## src/rtl/sine_cmd_sched_if.sv

```systemverilog
// sine_cmd_sched_if: UART byte stream, phase address and command outputs
// of the sine-generator command scheduler.
interface sine_cmd_sched_if;
  logic        rx_valid;
  logic [7:0]  rx_byte;
  logic [9:0]  addr_active;
  logic [2:0]  mode;
  logic [15:0] factor;
  logic        factor_load;
  logic        pending;
  logic        err;

  modport master (
    output rx_valid, rx_byte, addr_active,
    input  mode, factor, factor_load, pending, err
  );

  modport slave (
    input  rx_valid, rx_byte, addr_active,
    output mode, factor, factor_load, pending, err
  );
endinterface

```

## src/rtl/sine_cmd_sched.sv

```systemverilog
// sine_cmd_sched: framed UART command parser with phase-wrap commit.
// Define CMD_CHECKSUM_EN for a trailing XOR checksum byte per frame.
module sine_cmd_sched #(
  parameter int unsigned BYTE_TO    = 50000,
  parameter int unsigned SWITCH_TO  = 2000000,
  parameter logic [15:0] FACTOR_RST = 16'd1000
) (
  input logic             clk,
  input logic             rst_n,
  sine_cmd_sched_if.slave bus
);
  localparam int BW = $clog2(BYTE_TO + 1);
  localparam int SW = $clog2(SWITCH_TO + 1);
  localparam logic [2:0] M_IDLE = 3'b000;
  localparam logic [2:0] M_TMR  = 3'b001;
  localparam logic [2:0] M_FRQ  = 3'b010;

`ifdef CMD_CHECKSUM_EN
  typedef enum logic [1:0] {S_IDLE, S_HI, S_LO, S_CK} state_t;
  logic [7:0] lo_q, lo_d, ck_q, ck_d;
  logic       tmr_q, tmr_d;
`else
  typedef enum logic [1:0] {S_IDLE, S_HI, S_LO} state_t;
`endif

  state_t      state_q, state_d;
  logic [7:0]  hi_q, hi_d;
  logic [BW-1:0] cnt_q, cnt_d;
  logic [SW-1:0] sw_q, sw_d;
  logic [2:0]  mode_q, mode_d, rmode_q, rmode_d;
  logic [15:0] fac_q, fac_d, rfac_q, rfac_d;
  logic        pend_q, pend_d, load_q, load_d, err_q, err_d;
  logic        req, commit, is_t, is_f;
  logic [2:0]  nmode;
  logic [15:0] nfac;

  assign is_t = bus.rx_byte == 8'h54;
  assign is_f = bus.rx_byte == 8'h46;

  always_comb begin
    state_d = state_q;
    hi_d    = hi_q;
    cnt_d   = cnt_q;
    sw_d    = sw_q;
    mode_d  = mode_q;
    fac_d   = fac_q;
    rmode_d = rmode_q;
    rfac_d  = rfac_q;
    pend_d  = pend_q;
    load_d  = 1'b0;
    err_d   = 1'b0;
    req     = 1'b0;
    nmode   = M_TMR;
    nfac    = rfac_q;
`ifdef CMD_CHECKSUM_EN
    lo_d  = lo_q;
    ck_d  = ck_q;
    tmr_d = tmr_q;
`endif
    // inter-byte timeout only runs mid-frame
    if (state_q != S_IDLE) begin
      if (bus.rx_valid) begin
        cnt_d = '0;
      end else if (cnt_q == BW'(BYTE_TO - 1)) begin
        state_d = S_IDLE;
        cnt_d   = '0;
        err_d   = 1'b1;
      end else begin
        cnt_d = cnt_q + 1'b1;
      end
    end
    if (bus.rx_valid) begin
      unique case (state_q)
        S_IDLE: begin
          unique case (1'b1)
            is_t: begin
`ifdef CMD_CHECKSUM_EN
              state_d = S_CK;
              tmr_d   = 1'b1;
              ck_d    = bus.rx_byte;
`else
              req   = 1'b1;
              nmode = M_TMR;
`endif
            end
            is_f: begin
              state_d = S_HI;
`ifdef CMD_CHECKSUM_EN
              tmr_d = 1'b0;
              ck_d  = bus.rx_byte;
`endif
            end
            default: err_d = 1'b1;
          endcase
        end
        S_HI: begin
          hi_d    = bus.rx_byte;
          state_d = S_LO;
`ifdef CMD_CHECKSUM_EN
          ck_d = ck_q ^ bus.rx_byte;
`endif
        end
        S_LO: begin
`ifdef CMD_CHECKSUM_EN
          lo_d    = bus.rx_byte;
          ck_d    = ck_q ^ bus.rx_byte;
          state_d = S_CK;
`else
          req     = 1'b1;
          nmode   = M_FRQ;
          nfac    = {hi_q, bus.rx_byte};
          state_d = S_IDLE;
`endif
        end
`ifdef CMD_CHECKSUM_EN
        S_CK: begin
          state_d = S_IDLE;
          if (bus.rx_byte == ck_q) begin
            req   = 1'b1;
            nmode = tmr_q ? M_TMR : M_FRQ;
            nfac  = {hi_q, lo_q};
          end else begin
            err_d = 1'b1;
          end
        end
`endif
        default: state_d = S_IDLE;
      endcase
    end
    // commit uses the request held before this cycle's frame completes
    commit = pend_q && (bus.addr_active == '0 || mode_q == M_IDLE ||
                        sw_q == SW'(SWITCH_TO - 1));
    if (commit) begin
      mode_d = rmode_q;
      if (rmode_q == M_FRQ) fac_d = rfac_q;
      load_d = 1'b1;
      pend_d = 1'b0;
      sw_d   = '0;
    end else if (pend_q) begin
      sw_d = sw_q + 1'b1;
    end
    if (req) begin
      rmode_d = nmode;
      if (nmode == M_FRQ) rfac_d = nfac;
      pend_d = 1'b1;
    end
  end

  always_ff @(posedge clk or negedge rst_n) begin
    if (!rst_n) begin
      state_q <= S_IDLE;
      hi_q    <= '0;
      cnt_q   <= '0;
      sw_q    <= '0;
      mode_q  <= M_IDLE;
      fac_q   <= FACTOR_RST;
      rmode_q <= M_IDLE;
      rfac_q  <= FACTOR_RST;
      pend_q  <= 1'b0;
      load_q  <= 1'b0;
      err_q   <= 1'b0;
`ifdef CMD_CHECKSUM_EN
      lo_q  <= '0;
      ck_q  <= '0;
      tmr_q <= 1'b0;
`endif
    end else begin
      state_q <= state_d;
      hi_q    <= hi_d;
      cnt_q   <= cnt_d;
      sw_q    <= sw_d;
      mode_q  <= mode_d;
      fac_q   <= fac_d;
      rmode_q <= rmode_d;
      rfac_q  <= rfac_d;
      pend_q  <= pend_d;
      load_q  <= load_d;
      err_q   <= err_d;
`ifdef CMD_CHECKSUM_EN
      lo_q  <= lo_d;
      ck_q  <= ck_d;
      tmr_q <= tmr_d;
`endif
    end
  end

  assign bus.mode        = mode_q;
  assign bus.factor      = fac_q;
  assign bus.factor_load = load_q;
  assign bus.pending     = pend_q;
  assign bus.err         = err_q;
endmodule

```

## src/flat_wrapper.sv

```systemverilog
// flat-port wrapper written by rule: the top's interface ports become plain ports
module sine_cmd_sched_flat 
#(
  parameter int unsigned BYTE_TO    = 50000,
  parameter int unsigned SWITCH_TO  = 2000000,
  parameter logic [15:0] FACTOR_RST = 16'd1000
)
  (clk, rst_n, bus_rx_valid, bus_rx_byte, bus_addr_active, bus_mode, bus_factor, bus_factor_load, bus_pending, bus_err);
  sine_cmd_sched_if bus_i ();
  input logic clk;
  input logic rst_n;
  input wire logic [$bits(bus_i.rx_valid)-1:0] bus_rx_valid;
  input wire logic [$bits(bus_i.rx_byte)-1:0] bus_rx_byte;
  input wire logic [$bits(bus_i.addr_active)-1:0] bus_addr_active;
  output wire logic [$bits(bus_i.mode)-1:0] bus_mode;
  output wire logic [$bits(bus_i.factor)-1:0] bus_factor;
  output wire logic [$bits(bus_i.factor_load)-1:0] bus_factor_load;
  output wire logic [$bits(bus_i.pending)-1:0] bus_pending;
  output wire logic [$bits(bus_i.err)-1:0] bus_err;
  assign bus_i.rx_valid = bus_rx_valid;
  assign bus_i.rx_byte = bus_rx_byte;
  assign bus_i.addr_active = bus_addr_active;
  assign bus_mode = bus_i.mode;
  assign bus_factor = bus_i.factor;
  assign bus_factor_load = bus_i.factor_load;
  assign bus_pending = bus_i.pending;
  assign bus_err = bus_i.err;
  sine_cmd_sched #(.BYTE_TO(BYTE_TO), .SWITCH_TO(SWITCH_TO), .FACTOR_RST(FACTOR_RST)) u_core (.clk(clk), .rst_n(rst_n), .bus(bus_i));
endmodule
```

## config.mk

```make
export PLATFORM = sky130hd
export DESIGN_NAME = sine_cmd_sched_flat
export DESIGN_NICKNAME = d
export VERILOG_FILES = /design/src/rtl/sine_cmd_sched_if.sv /design/src/rtl/sine_cmd_sched.sv /design/src/flat_wrapper.sv
export SDC_FILE = /design/constraint.sdc
export NUM_CORES = 1
export LEC_CHECK = 0
export BUFFER_PORTS_ARGS = -buffer_cell sky130_fd_sc_hd__buf_2
export CORE_UTILIZATION = 46
export DETAILED_ROUTE_END_ITERATION = 8
export PLACE_DENSITY = 0.65
export REMOVE_ABC_BUFFERS = 1
export SETUP_SLACK_MARGIN = 0.5
export SYNTH_ARGS = -nofsm -noshare
export SYNTH_HDL_FRONTEND = slang
export SYNTH_SLANG_ARGS = --single-unit
```

## constraint.sdc

```tcl
create_clock -name clk -period 5.6 [get_ports clk]
set_input_delay 0.56 -clock clk [delete_from_list [all_inputs] [get_ports clk]]
set_output_delay 0.56 -clock clk [all_outputs]
set_load 0.005 [all_outputs]
```

==> impl_metrics.env <==
export IMPL_status="completed"
export IMPL_h_tree_depth=3
export IMPL_die_area_sq_um=8840
export IMPL_max_freq_ghz=0.3603
export IMPL_ys_seq_elements=86
export IMPL_insertion_delay_ns=0.35
export IMPL_cts_resized=0
export IMPL_numPortBuffers=41
export IMPL_cts_made_buffers=9
export IMPL_synth_cells=332
export IMPL_async_flop_share_pct=100.0
export IMPL_nets=397
export IMPL_worst_clock_skew_ns=0.01373
export IMPL_drive_gt1_share_pct=28.23
export IMPL_start_kind="flip-flop"
export IMPL_cts_buffer_depth=2
export IMPL_hold_path_class="input pin to asynchronous set/reset pin"
export IMPL_syn_to_final_growth_pct=11.79
export IMPL_cts_num_sinks=86
export IMPL_start_util_pct=47.40
export IMPL_grt_antenna_before_repair=0
export IMPL_grt_max_degree=87
export IMPL_layout_worst_path_cycle_share_pct=49.57
export IMPL_yosysUniqueCellTypes=48
export IMPL_worstPathRequired_ns=5.82
export IMPL_core_area_sq_um=8217
export IMPL_io_pins=43
export IMPL_synth_edf_count=0
export IMPL_synth_flop_cell="dfrtp_1"
export IMPL_yosysSeqAreaShare_pct=55.64
export IMPL_crit_arrival_ns=3.00
export IMPL_grt_overflow=0
export IMPL_yosysTopAreaCellShare_pct=47.54
export IMPL_setup_violations=0
export IMPL_finalSetupTns_ns=0
export IMPL_p_leak_nw=1.991
export IMPL_ant_nets=0
export IMPL_ys_top_cells_by_area="dfrtp_1 48%, dfstp_2 8.1%, mux2_2 7.2%, mux2_4 3.9%, xor2_1 3.8%"
export IMPL_synth_area_sq_um=3895
export IMPL_hold_buffers=0
export IMPL_endpoint_kind="flip-flop"
export IMPL_maxSlewHeadroom_pct=29.98
export IMPL_place_inst=468
export IMPL_fin_cells=484
export IMPL_maxSlewViolCount=0
export IMPL_globalplace_congestion=0.7895
export IMPL_final_hold_viol_count=0
export IMPL_yosysTopAreaCell="dfrtp_1"
export IMPL_peakVddDrop_mv=0.1328
export IMPL_track_usage_pct=17.73
export IMPL_rsz0062_at_grt="no"
export IMPL_die_h_um=94.02
export IMPL_vias=2597
export IMPL_drt_total_wl_um=7029
export IMPL_first_iter_violations=62
export IMPL_clkTransAtPathRegs_ns=0.09
export IMPL_path_class="flip-flop to flip-flop"
export IMPL_num_rows=33
export IMPL_antenna_cells=0
export IMPL_worst_slew_pin_slew_ns=1.050
export IMPL_yosysMostFrequentCell="dfrtp_1"
export IMPL_post_cts_buffers=0
export IMPL_finalCriticalPeriod_ns=2.776
export IMPL_route_detailed_drc=0
export IMPL_die_w_um=94.02
export IMPL_synth_common_cells="74 x dfrtp_1, 34 x nor2_1, 31 x nand2_1, 25 x mux2_2, 18 x nand3_1"
export IMPL_wl_per_cell_um=14.52
export IMPL_firstDrtPassIters=6
export IMPL_grt_pass1_vias=2491
export IMPL_dp_hpwl_um=4778
export IMPL_hold_ws_ns=0.3922
export IMPL_critPathMaxFanout=16
export IMPL_tritoncts="done"
export IMPL_grt_pass1_wl_um=11980
export IMPL_power_density_nw_per_um2=283.9
export IMPL_avgSynthCellArea_sq_um=11.73
export IMPL_root_buffer="clkbuf_8"
export IMPL_viasPerCell=5.366
export IMPL_drv_cap=0
export IMPL_yosysWarnings=0
power by group:
group          internal [W]  switching [W]
Combinational     0.0000532      0.0000737
Clock              0.000188       0.000222
Sequential         0.000660      0.0000396
kinds of logic after synthesis:
kind of cell / Yosys count / share of synthesized area [%]
buffers and inverters: 16 / 2.248
and+or+nand+nor: 127 / 16.58
AOI/OAI and AO/OA: 34 / 6.200
adders and majority gates: 2 / 0.6424
DFF: 86 / 55.64
other: 1 / 0.09628
xor gates and xnor gates: 22 / 4.947
muxes: 44 / 13.65
final timing paths:
path / from / end / slack, ns / cells past startpoint
max: u_core.sw_q[11] / u_core.bus.factor[4] / 2.82 / 5
min: rst_n / u_core.bus.factor[14] / 0.39 / 1
max reg2reg: u_core.sw_q[11] / u_core.bus.factor[4] / 2.82 / 5
min reg2reg: u_core.bus.factor[2] / u_core.bus.factor[2] / 0.49 / 1
max in group asynchronous: rst_n / u_core.cnt_q[1] / 4.53 / 1
min in group clk: bus_rx_byte[2] / u_core.hi_q[2] / 0.47 / 2
cells in the final DEF (no fill, tap or decap), types with 3 or more instances in the layout:
| master | synthesis | layout |
|---|---|---|
| a21oi_1 | 6 | 6 |
| and4_1 | 3 | 3 |
| buf_2 | 3 | 40 |
| clkbuf_8 | 0 | 11 |
| dfrtp_1 | 74 | 74 |
| dfstp_2 | 12 | 12 |
| inv_1 | 6 | 6 |
| mux2_1 | 8 | 8 |
| mux2_2 | 25 | 25 |
| mux2_4 | 10 | 10 |
| nand2_1 | 31 | 31 |
| nand3_1 | 18 | 18 |
| nand4_1 | 11 | 11 |
| nor2_1 | 34 | 34 |
| nor3_1 | 8 | 8 |
| nor4_1 | 4 | 4 |
| o21ai_0 | 7 | 7 |
| o21ai_1 | 5 | 5 |
| o31ai_1 | 3 | 3 |
| or3_1 | 3 | 3 |
| xnor2_1 | 5 | 5 |
| xor2_1 | 17 | 17 |
through the flow:
| step | power (W) | cell area [sq um] | setup slack [ns] | utilization [%] |
|---|---|---|---|---|
| 2_1_floorplan | 0.0007893 | 3830 | 3.156 | - |
| 3_3_place_gp | 0.0008349 | 4169 | 2.811 | 50.74 |
| 3_5_place_dp | 0.0008396 | 4169 | 2.742 | 50.74 |
| 4_1_cts | 0.001251 | 4354 | 2.761 | 52.99 |
| 5_1_grt | 0.001304 | 4354 | 2.574 | 52.99 |
| 6_report | 0.001236 | 4354 | 2.824 | 52.99 |
state kept, by name, summed over array words and instances (netlist names), named ones only:
signal and cells:
u_core.sw_q 21, u_core.bus.factor 16, u_core.cnt_q 16, u_core.rfac_q 16, u_core.hi_q 8, u_core.bus.mode 2
u_core.rmode_q 2, u_core.bus.err 1, u_core.bus.factor_load 1, u_core.bus.pending 1, u_core.state_q 1
cell type report:
class / instances / area [sq um]
fillers: 746 / 3862
flip-flops and latches: 86 / 2167
multi-input cells: 230 / 1640
repair buffers: 41 / 207.7
clock buffers: 12 / 155.1
well taps: 105 / 131.4
clock inverters: 4 / 30.03
inverters: 6 / 22.52
metal layers:
| layer | global-route usage (%) | routed length [um] | up-vias |
|---|---|---|---|
| li1 | - | - | 1262 |
| met1 | 24.62 | 3501 | 1282 |
| met2 | 27.07 | 3232 | 48 |
| met3 | 3.803 | 235 | 5 |
| met4 | 6.923 | 60 | 0 |
| met5 | 0 | 0 | - |
worst max-delay path, stage by stage, from the launching register on:
cell and delay [ns]:
dfrtp_1 0.45, nor4_2 0.27, nand2_1 0.12, o41ai_4 0.53, and4_1 0.88, mux2_1 0.38
Power figures use the tool's default switching activity.
